<file path="src/rtl/io_map_pkg.sv">
// Memory-mapped I/O address map and load/store width encoding shared by the
// load-side input buffer and the store-side LED/HEX/LCD buffer.
package io_map_pkg;

    // Store-side peripheral words
    localparam logic [15:0] IO_LEDR_ADDR    = 16'h7000;
    localparam logic [15:0] IO_LEDG_ADDR    = 16'h7010;
    localparam logic [15:0] IO_HEX_LO_ADDR  = 16'h7020;
    localparam logic [15:0] IO_HEX_HI_ADDR  = 16'h7024;
    localparam logic [15:0] IO_LCD_ADDR     = 16'h7030;

    // Load-side peripheral words
    localparam logic [15:0] IO_SW_ADDR      = 16'h7800;
    localparam logic [15:0] IO_BTN_ADDR     = 16'h7810;
    localparam logic [15:0] IO_BTNEDGE_ADDR = 16'h7814;

    typedef enum logic [2:0] {
        F3_B  = 3'b000,
        F3_H  = 3'b001,
        F3_W  = 3'b010,
        F3_BU = 3'b100,
        F3_HU = 3'b101
    } funct3_e;

    // Word-granular match: byte offset bits do not take part in decode.
    function automatic logic word_match(input logic [15:0] addr, input logic [15:0] base);
        return addr[15:2] == base[15:2];
    endfunction

    // Pick the byte/halfword addressed by off and extend it to 32 bits.
    function automatic logic [31:0] load_align(input logic [31:0] word,
                                               input logic [1:0]  off,
                                               input logic [2:0]  funct3);
        logic [7:0]  b;
        logic [15:0] h;
        b = word[{off, 3'b000} +: 8];
        h = off[1] ? word[31:16] : word[15:0];
        case (funct3)
            F3_B:    return {{24{b[7]}}, b};
            F3_BU:   return {24'h0, b};
            F3_H:    return {{16{h[15]}}, h};
            F3_HU:   return {16'h0, h};
            F3_W:    return word;
            default: return 32'h0;
        endcase
    endfunction

endpackage

</file>
<file path="src/rtl/io_debounce.sv">
// Single-bit button conditioner: 2-flop synchronizer, polarity normalization
// (pressed = 1) and a stable-level counter. o_rise marks the cycle in which the
// debounced level is about to go from released to pressed.
module io_debounce #(
    parameter int DEBOUNCE_CYCLES = 50000,
    parameter bit ACTIVE_LOW      = 1'b1
) (
    input  logic i_clk,
    input  logic i_reset,
    input  logic i_raw,
    output logic o_level,
    output logic o_rise
);

    localparam int            CW       = $clog2(DEBOUNCE_CYCLES);
    localparam logic [CW-1:0] TC       = CW'(DEBOUNCE_CYCLES - 1);
    localparam logic          RELEASED = ACTIVE_LOW;

    logic          r_meta;
    logic          r_sync;
    logic          r_level;
    logic [CW-1:0] r_cnt;
    logic          w_pressed;
    logic          w_tc;

    assign w_pressed = r_sync ^ ACTIVE_LOW;
    assign w_tc      = (w_pressed != r_level) && (r_cnt == TC);
    assign o_rise    = w_tc && w_pressed;
    assign o_level   = r_level;

    // Two-stage synchronizer; resets to the released pin level.
    always_ff @(posedge i_clk or posedge i_reset) begin
        if (i_reset) begin
            r_meta <= RELEASED;
            r_sync <= RELEASED;
        end else begin
            r_meta <= i_raw;
            r_sync <= r_meta;
        end
    end

    // Count consecutive cycles the synced level differs from the accepted one.
    always_ff @(posedge i_clk or posedge i_reset) begin
        if (i_reset) begin
            r_level <= 1'b0;
            r_cnt   <= '0;
        end else if (w_pressed == r_level) begin
            r_cnt   <= '0;
        end else if (w_tc) begin
            r_level <= w_pressed;
            r_cnt   <= '0;
        end else begin
            r_cnt   <= r_cnt + CW'(1);
        end
    end

endmodule

</file>
<file path="src/rtl/input_buffer.sv">
// Load-side MMIO input buffer: synchronized switches, debounced buttons and a
// read-to-clear button-press capture word, returned with 1-cycle latency as
// aligned, extended load data.
module input_buffer
    import io_map_pkg::*;
#(
    parameter int NUM_BTN         = 4,
    parameter int DEBOUNCE_CYCLES = 50000,
    parameter int BTN_ACTIVE_LOW  = 1
) (
    input  logic               i_clk,
    input  logic               i_reset,
    input  logic [31:0]        i_io_sw,
    input  logic [NUM_BTN-1:0] i_io_btn,
    input  logic [31:0]        i_io_addr,
    input  logic [2:0]         i_funct3,
    input  logic               i_io_rden,
    output logic [31:0]        o_io_rdata,
    output logic               o_io_valid
);

    logic [31:0]        r_sw_meta;
    logic [31:0]        r_sw_sync;
    logic [NUM_BTN-1:0] r_btn_edge;
    logic [31:0]        r_rdata;
    logic               r_valid;

    logic [NUM_BTN-1:0] w_btn_level;
    logic [NUM_BTN-1:0] w_btn_rise;
    logic [31:0]        w_word;
    logic               w_rd_edge;
    logic               w_unused;

    // Only the low half of the address selects within the peripheral window.
    assign w_unused = ^i_io_addr[31:16];

    for (genvar gi = 0; gi < NUM_BTN; gi++) begin : g_btn
        io_debounce #(
            .DEBOUNCE_CYCLES (DEBOUNCE_CYCLES),
            .ACTIVE_LOW      (BTN_ACTIVE_LOW != 0)
        ) u_debounce (
            .i_clk   (i_clk),
            .i_reset (i_reset),
            .i_raw   (i_io_btn[gi]),
            .o_level (w_btn_level[gi]),
            .o_rise  (w_btn_rise[gi])
        );
    end

    assign w_rd_edge = i_io_rden && word_match(i_io_addr[15:0], IO_BTNEDGE_ADDR);

    // Switches are only synchronized, never debounced.
    always_ff @(posedge i_clk or posedge i_reset) begin
        if (i_reset) begin
            r_sw_meta <= '0;
            r_sw_sync <= '0;
        end else begin
            r_sw_meta <= i_io_sw;
            r_sw_sync <= r_sw_meta;
        end
    end

    // Word select for the addressed register; unmapped offsets read as zero.
    always_comb begin
        w_word = '0;
        if (word_match(i_io_addr[15:0], IO_SW_ADDR))
            w_word = r_sw_sync;
        else if (word_match(i_io_addr[15:0], IO_BTN_ADDR))
            w_word = {{(32-NUM_BTN){1'b0}}, w_btn_level};
        else if (word_match(i_io_addr[15:0], IO_BTNEDGE_ADDR))
            w_word = {{(32-NUM_BTN){1'b0}}, r_btn_edge};
    end

    // Sticky press capture; a new press beats a simultaneous read-clear.
    always_ff @(posedge i_clk or posedge i_reset) begin
        if (i_reset)
            r_btn_edge <= '0;
        else
            r_btn_edge <= (w_rd_edge ? '0 : r_btn_edge) | w_btn_rise;
    end

    // Registered load response; data holds between requests.
    always_ff @(posedge i_clk or posedge i_reset) begin
        if (i_reset) begin
            r_rdata <= '0;
            r_valid <= 1'b0;
        end else begin
            r_valid <= i_io_rden;
            if (i_io_rden)
                r_rdata <= load_align(w_word, i_io_addr[1:0], i_funct3);
        end
    end

    assign o_io_rdata = r_rdata;
    assign o_io_valid = r_valid;

endmodule

</file>
<file path="config.mk">
export PLATFORM = sky130hd
export DESIGN_NAME = input_buffer
export DESIGN_NICKNAME = d
export VERILOG_FILES = /design/src/rtl/io_map_pkg.sv /design/src/rtl/io_debounce.sv /design/src/rtl/input_buffer.sv
export SDC_FILE = /design/constraint.sdc
export NUM_CORES = 1
export LEC_CHECK = 0
export ABC_AREA = 1
export CAP_MARGIN = 10
export CORE_MARGIN = 4
export CORE_UTILIZATION = 40
export DETAILED_ROUTE_END_ITERATION = 7
export MAX_ROUTING_LAYER = met4
export PLACE_DENSITY_LB_ADDON = 0.12
export SLEW_MARGIN = 20
export SYNTH_ARGS = -nofsm -noshare
export SYNTH_HDL_FRONTEND = slang
export SYNTH_SLANG_ARGS = --single-unit
</file>
<file path="constraint.sdc">
create_clock -name i_clk -period 12.3 [get_ports i_clk]
set_clock_uncertainty 0.2 [all_clocks]
set_input_delay 1.845 -clock i_clk [delete_from_list [all_inputs] [get_ports i_clk]]
set_output_delay 1.845 -clock i_clk [all_outputs]
set_load 0.03 [all_outputs]
</file>
---- Yosys cells after proc, flatten, opt, wreduce, memory -nomap -nowiden ----
Cells that the tools add are included.
storage, ports and cells
  register bits ........................... 177
  input bits .............................. 74
  word-level logic and storage cells ...... 82
cells by class
  add/subtract/negate cells ............... 4
  equal/unequal tests ..................... 19
  shifts and indexed selects .............. 1
  muxes and demuxes ....................... 14
  bitwise logic cells ..................... 9
  reduce and logical (&&, ||, !) cells .... 14
operator list
  cell                     number
  $pmux W32 S5             1
  $mux W16                 9
  $add A16 B1 Y16 const B  4
  $eq A16 B16 Y1 const B   4
  $eq A14 B13 Y1 const B   3
  $mux W32                 1
  $shiftx A32 B6 Y8        1
  $mux W4                  3
  $logic_and A1 B1 Y1      9
  $not A1 Y1               8
  $reduce_and A2 Y1        4
  $eq A3 B3 Y1 const B     2
  $eq A1 B1 Y1             4
  $ne A1 B1 Y1             4
  $or A4 B4 Y4             1
  $eq A3 B1 Y1 const B     1
  $eq A3 B2 Y1 const B     1
  $logic_not A3 Y1         1

---- Depth between registers and ports, before layout ----
  depth in word-level cells ............... 6
  mapped depth ............................ 15
  depth with buffers taken out ............ 14

---- By module ----
Synthesis repeated with hierarchy kept, for this count alone.
second synthesis, totals
  cell total of the unflattened synthesis .. 1093
  area total of the unflattened synthesis .. 8733.4 um^2
by module, submodules not included
  module        instances  cells each  area each (um^2)  sequential area each (um^2)
  input_buffer  1          537         4474.3            2527.4
  io_debounce   4          139         1064.8            478.0

---- Least setup slack after synthesis ----
OpenSTA, ideal clock, no wires.
  path type ............................... input port to flip-flop
  from .................................... input i_io_addr[5]
  to ...................................... register r_rdata[20] (netlist: o_io_rdata[20])
  arrival time ............................ 3.013 ns
  required time ........................... 12.034 ns
  setup slack ............................. 9.022 ns
  cell stages on the path ................. 12
  buffers on the path ..................... 1
  cells stage by stage .................... nor2_1 > nand2_2 > nor2_8 > nand2_8 > nor2_4 > nand2_2 > a21oi_4 > buf_6 > nor2_1 > nand2_1 > nand2_1 > nand2_1
on the way
  cells in the longest elaborated chain, start to end .. 4
  elaborated cells between the ends (all ways) .. 5
  classes of those cells .................. 1 x eq/ne; 1 x shift; 3 x mux
RTL lines
  element                                               RTL line                            text
  from (decl)                                           input_buffer.sv:15                  input logic [31:0] i_io_addr,
  $eq A14 B13 Y1 *                                      io_map_pkg.sv:27                    return addr[15:2] == base[15:2];
  $mux W32 *                                            input_buffer.sv:66                  if (word_match(i_io_addr[15:0], IO_SW_ADDR))
  $shiftx A32 B6 Y8 / $mux W16 (equally long branches)  io_map_pkg.sv:36, io_map_pkg.sv:37
  $pmux W32 S5 *                                        io_map_pkg.sv:38                    case (funct3)
  to (signal assigned)                                  input_buffer.sv:90                  r_rdata <= load_align(w_word, i_io_addr[1:0], i_funct3);
  to (decl)                                             input_buffer.sv:25                  logic [31:0] r_rdata;
Every way passes the cells marked *; elsewhere a longest branch is shown, timed or not.
A chain may end at the register's enable or synchronous reset.

---- Worst setup path in the final report ----
  from .................................... input i_io_addr[1]
  to ...................................... register r_rdata[10] (netlist: o_io_rdata[10])
on the way
  cells in the longest elaborated chain, start to end .. 2
  elaborated cells between the ends (all ways) .. 3
  classes of those cells .................. 1 x shift; 2 x mux
RTL lines
  element                                               RTL line
  $shiftx A32 B6 Y8 / $mux W16 (equally long branches)  io_map_pkg.sv:36, io_map_pkg.sv:37
  $pmux W32 S5 *                                        io_map_pkg.sv:38
Marked as above.

==> results.sh <==
export IMPL_wl_per_cell_um=13.2
export IMPL_synth_area_leader_cell="dfrtp_1"
export IMPL_n_fill_cell=1958
export IMPL_required_ps=12420
export IMPL_yosys_area_share_simple_pct=32.3
export IMPL_synth_cells=1017
export IMPL_cts_resized=0
export IMPL_tns_ps=0
export IMPL_hold_viol=0
export IMPL_seqCellArea_um2=4440
export IMPL_multi_input_area_um2=3240
export IMPL_ant_nets=0
export IMPL_avgSynthCellArea_um2=8.15
export IMPL_cts_htree_levels=4
export IMPL_drv_cap=0
export IMPL_critical_path_cell_chain="clkdlybuf4s50_1, inv_1, nand2_1, nand2_1, nand2_2, nand2_1, nand2_1, nand2_1"
export IMPL_ys_flop_type="dfrtp_1"
export IMPL_grt_pass1_vias=6322
export IMPL_die_width_um=152
export IMPL_hold_class="flip-flop to flip-flop"
export IMPL_dp_cells=1357
export IMPL_leakage_nw=4.95
export IMPL_slew_headroom_pct=34.8
export IMPL_dr_first_iter_drc_count=521
export IMPL_synthAdderAreaFrac_pct=0.604
export IMPL_grt_use_met3_pct=3.16
export IMPL_viasPerCell=4.78
export IMPL_firstDrtPassIters=6
export IMPL_fp_row_count=52
export IMPL_hold_start="r_sw_meta[17]$_DFF_PP0_"
export IMPL_rsz0062_at_grt="no"
export IMPL_holdWs_ps=144
export IMPL_track_usage_pct=16.8
export IMPL_setup_viol=0
export IMPL_path_buf_inv=2
export IMPL_core_area_um2=20300
export IMPL_async_flop_share_pct=100
export IMPL_drive_above_1_share_pct=6.88
export IMPL_clock_sinks=177
export IMPL_met1_usage_pct=24.4
export IMPL_max_freq_ghz=0.232
export IMPL_numCtsBuffers=17
export IMPL_dr_total_vias=6634
export IMPL_cp_common_cell="nand2_1"
export IMPL_placed_cell_area_um2=9430
export IMPL_ys_warn_count=0
export IMPL_port_buffers=90
export IMPL_cts_path_max_buffers=2
export IMPL_syn_cell_area_um2=8290
export IMPL_drcViolationCount=0
export IMPL_wirelength_mm=18.3
export IMPL_clk_pin_slew_ps=70
export IMPL_grt_remaining_overflow=0
export IMPL_power_per_cell_area_nw_per_um2=123
export IMPL_r2r_start="g_btn[2].u_debounce.r_cnt[0]$_DFF_PP0_"
export IMPL_worstMarginPinSlew_ps=975
export IMPL_io_pins=107
export IMPL_post_route_util_pct=49.4
export IMPL_gp_congestion=0.910
export IMPL_synth_edff_count=0
export IMPL_outcome="completed"
export IMPL_synth_top_family_by_area="simple AND/OR/NAND/NOR gates"
export IMPL_cts_setup_buffers=0
export IMPL_startpoint="i_io_addr[1]"
export IMPL_syn_nets=1095
export IMPL_synthDistinctLibCells=39
export IMPL_synthXorXnorAreaFrac_pct=1.37
export IMPL_cts_tree="built"
export IMPL_synthMuxAreaShare_pct=0
export IMPL_root_buffer="clkbuf_16"
export IMPL_antenna_cells=0
export IMPL_cp_slowest_cell="clkdlybuf4s50_1"
export IMPL_synth_compound_area_share_pct=4.77
export IMPL_clk_latency_ps=440
export IMPL_synth_seq_area_share_pct=53.6
export IMPL_start_kind="input port"
export IMPL_final_max_slew_violation_count=0
export IMPL_grt_busiest_layer="met1"
export IMPL_cpPeakStageDelay_ps=1110
export IMPL_end_kind="flip-flop"
export IMPL_nets=1184
export IMPL_period_minus_slack_ps=4310
export IMPL_area_growth_pct=21.1
export IMPL_fin_crit_sh_pct=35.0
export IMPL_critPathMaxFanout=25
export IMPL_synth_top_area_share_pct=51.0
export IMPL_cp_top_family="buffers and inverters"
export IMPL_layout_cells_non_filler=1389
export IMPL_crit_type="input port to flip-flop"
export IMPL_antenna_found_initial=0
export IMPL_fp_dieArea_um2=23100
export IMPL_holdBufCountCts=0
export IMPL_grt_max_degree=66
export IMPL_peakVddDrop_uv=79.5
export IMPL_crit_arrival_ps=4430
export IMPL_grt_pass1_wl_mm=31.1
export IMPL_final_area_um2=10000
export IMPL_synthTopCellsByArea="dfrtp_1, nand2_1, inv_1"
export IMPL_met2_usage_pct=24.1
export IMPL_start_util_pct=40.8
export IMPL_place_hpwl_mm=13.3
export IMPL_ys_seq_elements=177
export IMPL_die_h_um=152
-- registers in the layout, summed over array words and instances (netlist names) --
register and cells:
g_btn.u_debounce.o_level 4, g_btn.u_debounce.r_cnt 64, g_btn.u_debounce.r_meta 4, g_btn.u_debounce.r_sync 4, o_io_rdata 32, o_io_valid 1, r_btn_edge 4, r_sw_meta 32
r_sw_sync 32
-- layout by cell type (no fill, tap or decap), types with 4 or more instances in the layout --
cell type	Yosys	routed
inv_1	123	122
ha_1	4	4
clkdlybuf4s50_1	0	90
nor2_1	97	97
a22oi_1	4	4
nand4_1	19	19
clkbuf_16	0	17
clkinv_8	0	5
nor4_1	18	18
o21ai_0	29	29
nor2_4	5	5
xnor2_1	7	7
or2_2	8	8
xor2_1	6	6
inv_2	4	4
dfrtp_1	169	169
inv_6	0	4
nor3_1	32	32
nor3b_1	4	4
nand2_1	314	314
dfstp_2	8	8
nand3_1	90	90
a21oi_1	22	22
-- cells in the mapped netlist (7+ instances only) --
cell / count
nand2_1: 314
dfrtp_1: 169
inv_1: 123
nor2_1: 97
nand3_1: 90
nor3_1: 32
o21ai_0: 29
a21oi_1: 22
nand4_1: 19
nor4_1: 18
clkbuf_1: 11
dfstp_2: 8
or2_2: 8
buf_2: 7
xnor2_1: 7
-- worst paths after layout --
check | end | depth (start not counted) | slack, ps
min reg2reg | r_sw_sync[17]$_DFF_PP0_ | 0 | 140
max in group asynchronous | o_io_rdata[19]$_DFFE_PP0P_ | 3 | 9130
min in group asynchronous | r_sw_meta[18]$_DFF_PP0_ | 2 | 1620
min | r_sw_sync[17]$_DFF_PP0_ | 0 | 140
max | o_io_rdata[10]$_DFFE_PP0P_ | 8 | 7990
max reg2reg | g_btn[2].u_debounce.r_cnt[9]$_DFF_PP0_ | 8 | 9990
-- per-layer routing --
layer / part of all wire (%) / wire, µm / vias to the layer above
met5: 0 / 0 / -
met2: 43 / 7840 / 152
met3: 4.3 / 796 / 22
li1: - / - / 3422
met4: 1.5 / 269 / 0
met1: 51 / 9420 / 3038
-- worst register-to-register path, stage by stage, from the launching register on --
cell and delay [ps]:
dfrtp_1 380, ha_1 210, nand2_1 80, nor2_1 80, inv_1 120, nor2_1 60, a21oi_1 680, inv_1 210
a211oi_1 200
-- logic make-up (layout without fill, tap and decap cells) --
group           count (synthesis)  in the layout
compound gates                 69             69
flops                         177            177
fa+ha+maj                       4              4
xor+xnor                       13             13
buf+inv                       152            254
simple gates                  602            602
-- metrics by stage --
stage | power [W] | worst slack [ps]
2_1_floorplan | 0.000661 | 5470
3_3_place_gp | 0.000699 | 7580
3_5_place_dp | 0.000699 | 7570
4_1_cts | 0.00125 | 8020
5_1_grt | 0.00128 | 7770
6_report | 0.00123 | 7990
-- cell type report --
type,count,share of cell area [%]
flip-flops and latches,177,44.2
repair buffers,93,9.20
well taps,270,3.37
inverters,129,4.88
multi-input cells,688,32.2
clock buffers,17,4.24
clock inverters,15,1.83
-- report_power, final --
group	total, W	leakage (nW)	internal (W)	switching, W
clock network	0.000545	0.295	0.000277	0.000269
registers	0.000608	2.26	0.000599	0.00000840
logic	0.0000783	2.39	0.0000302	0.0000480
Power figures use the tool's default switching activity.
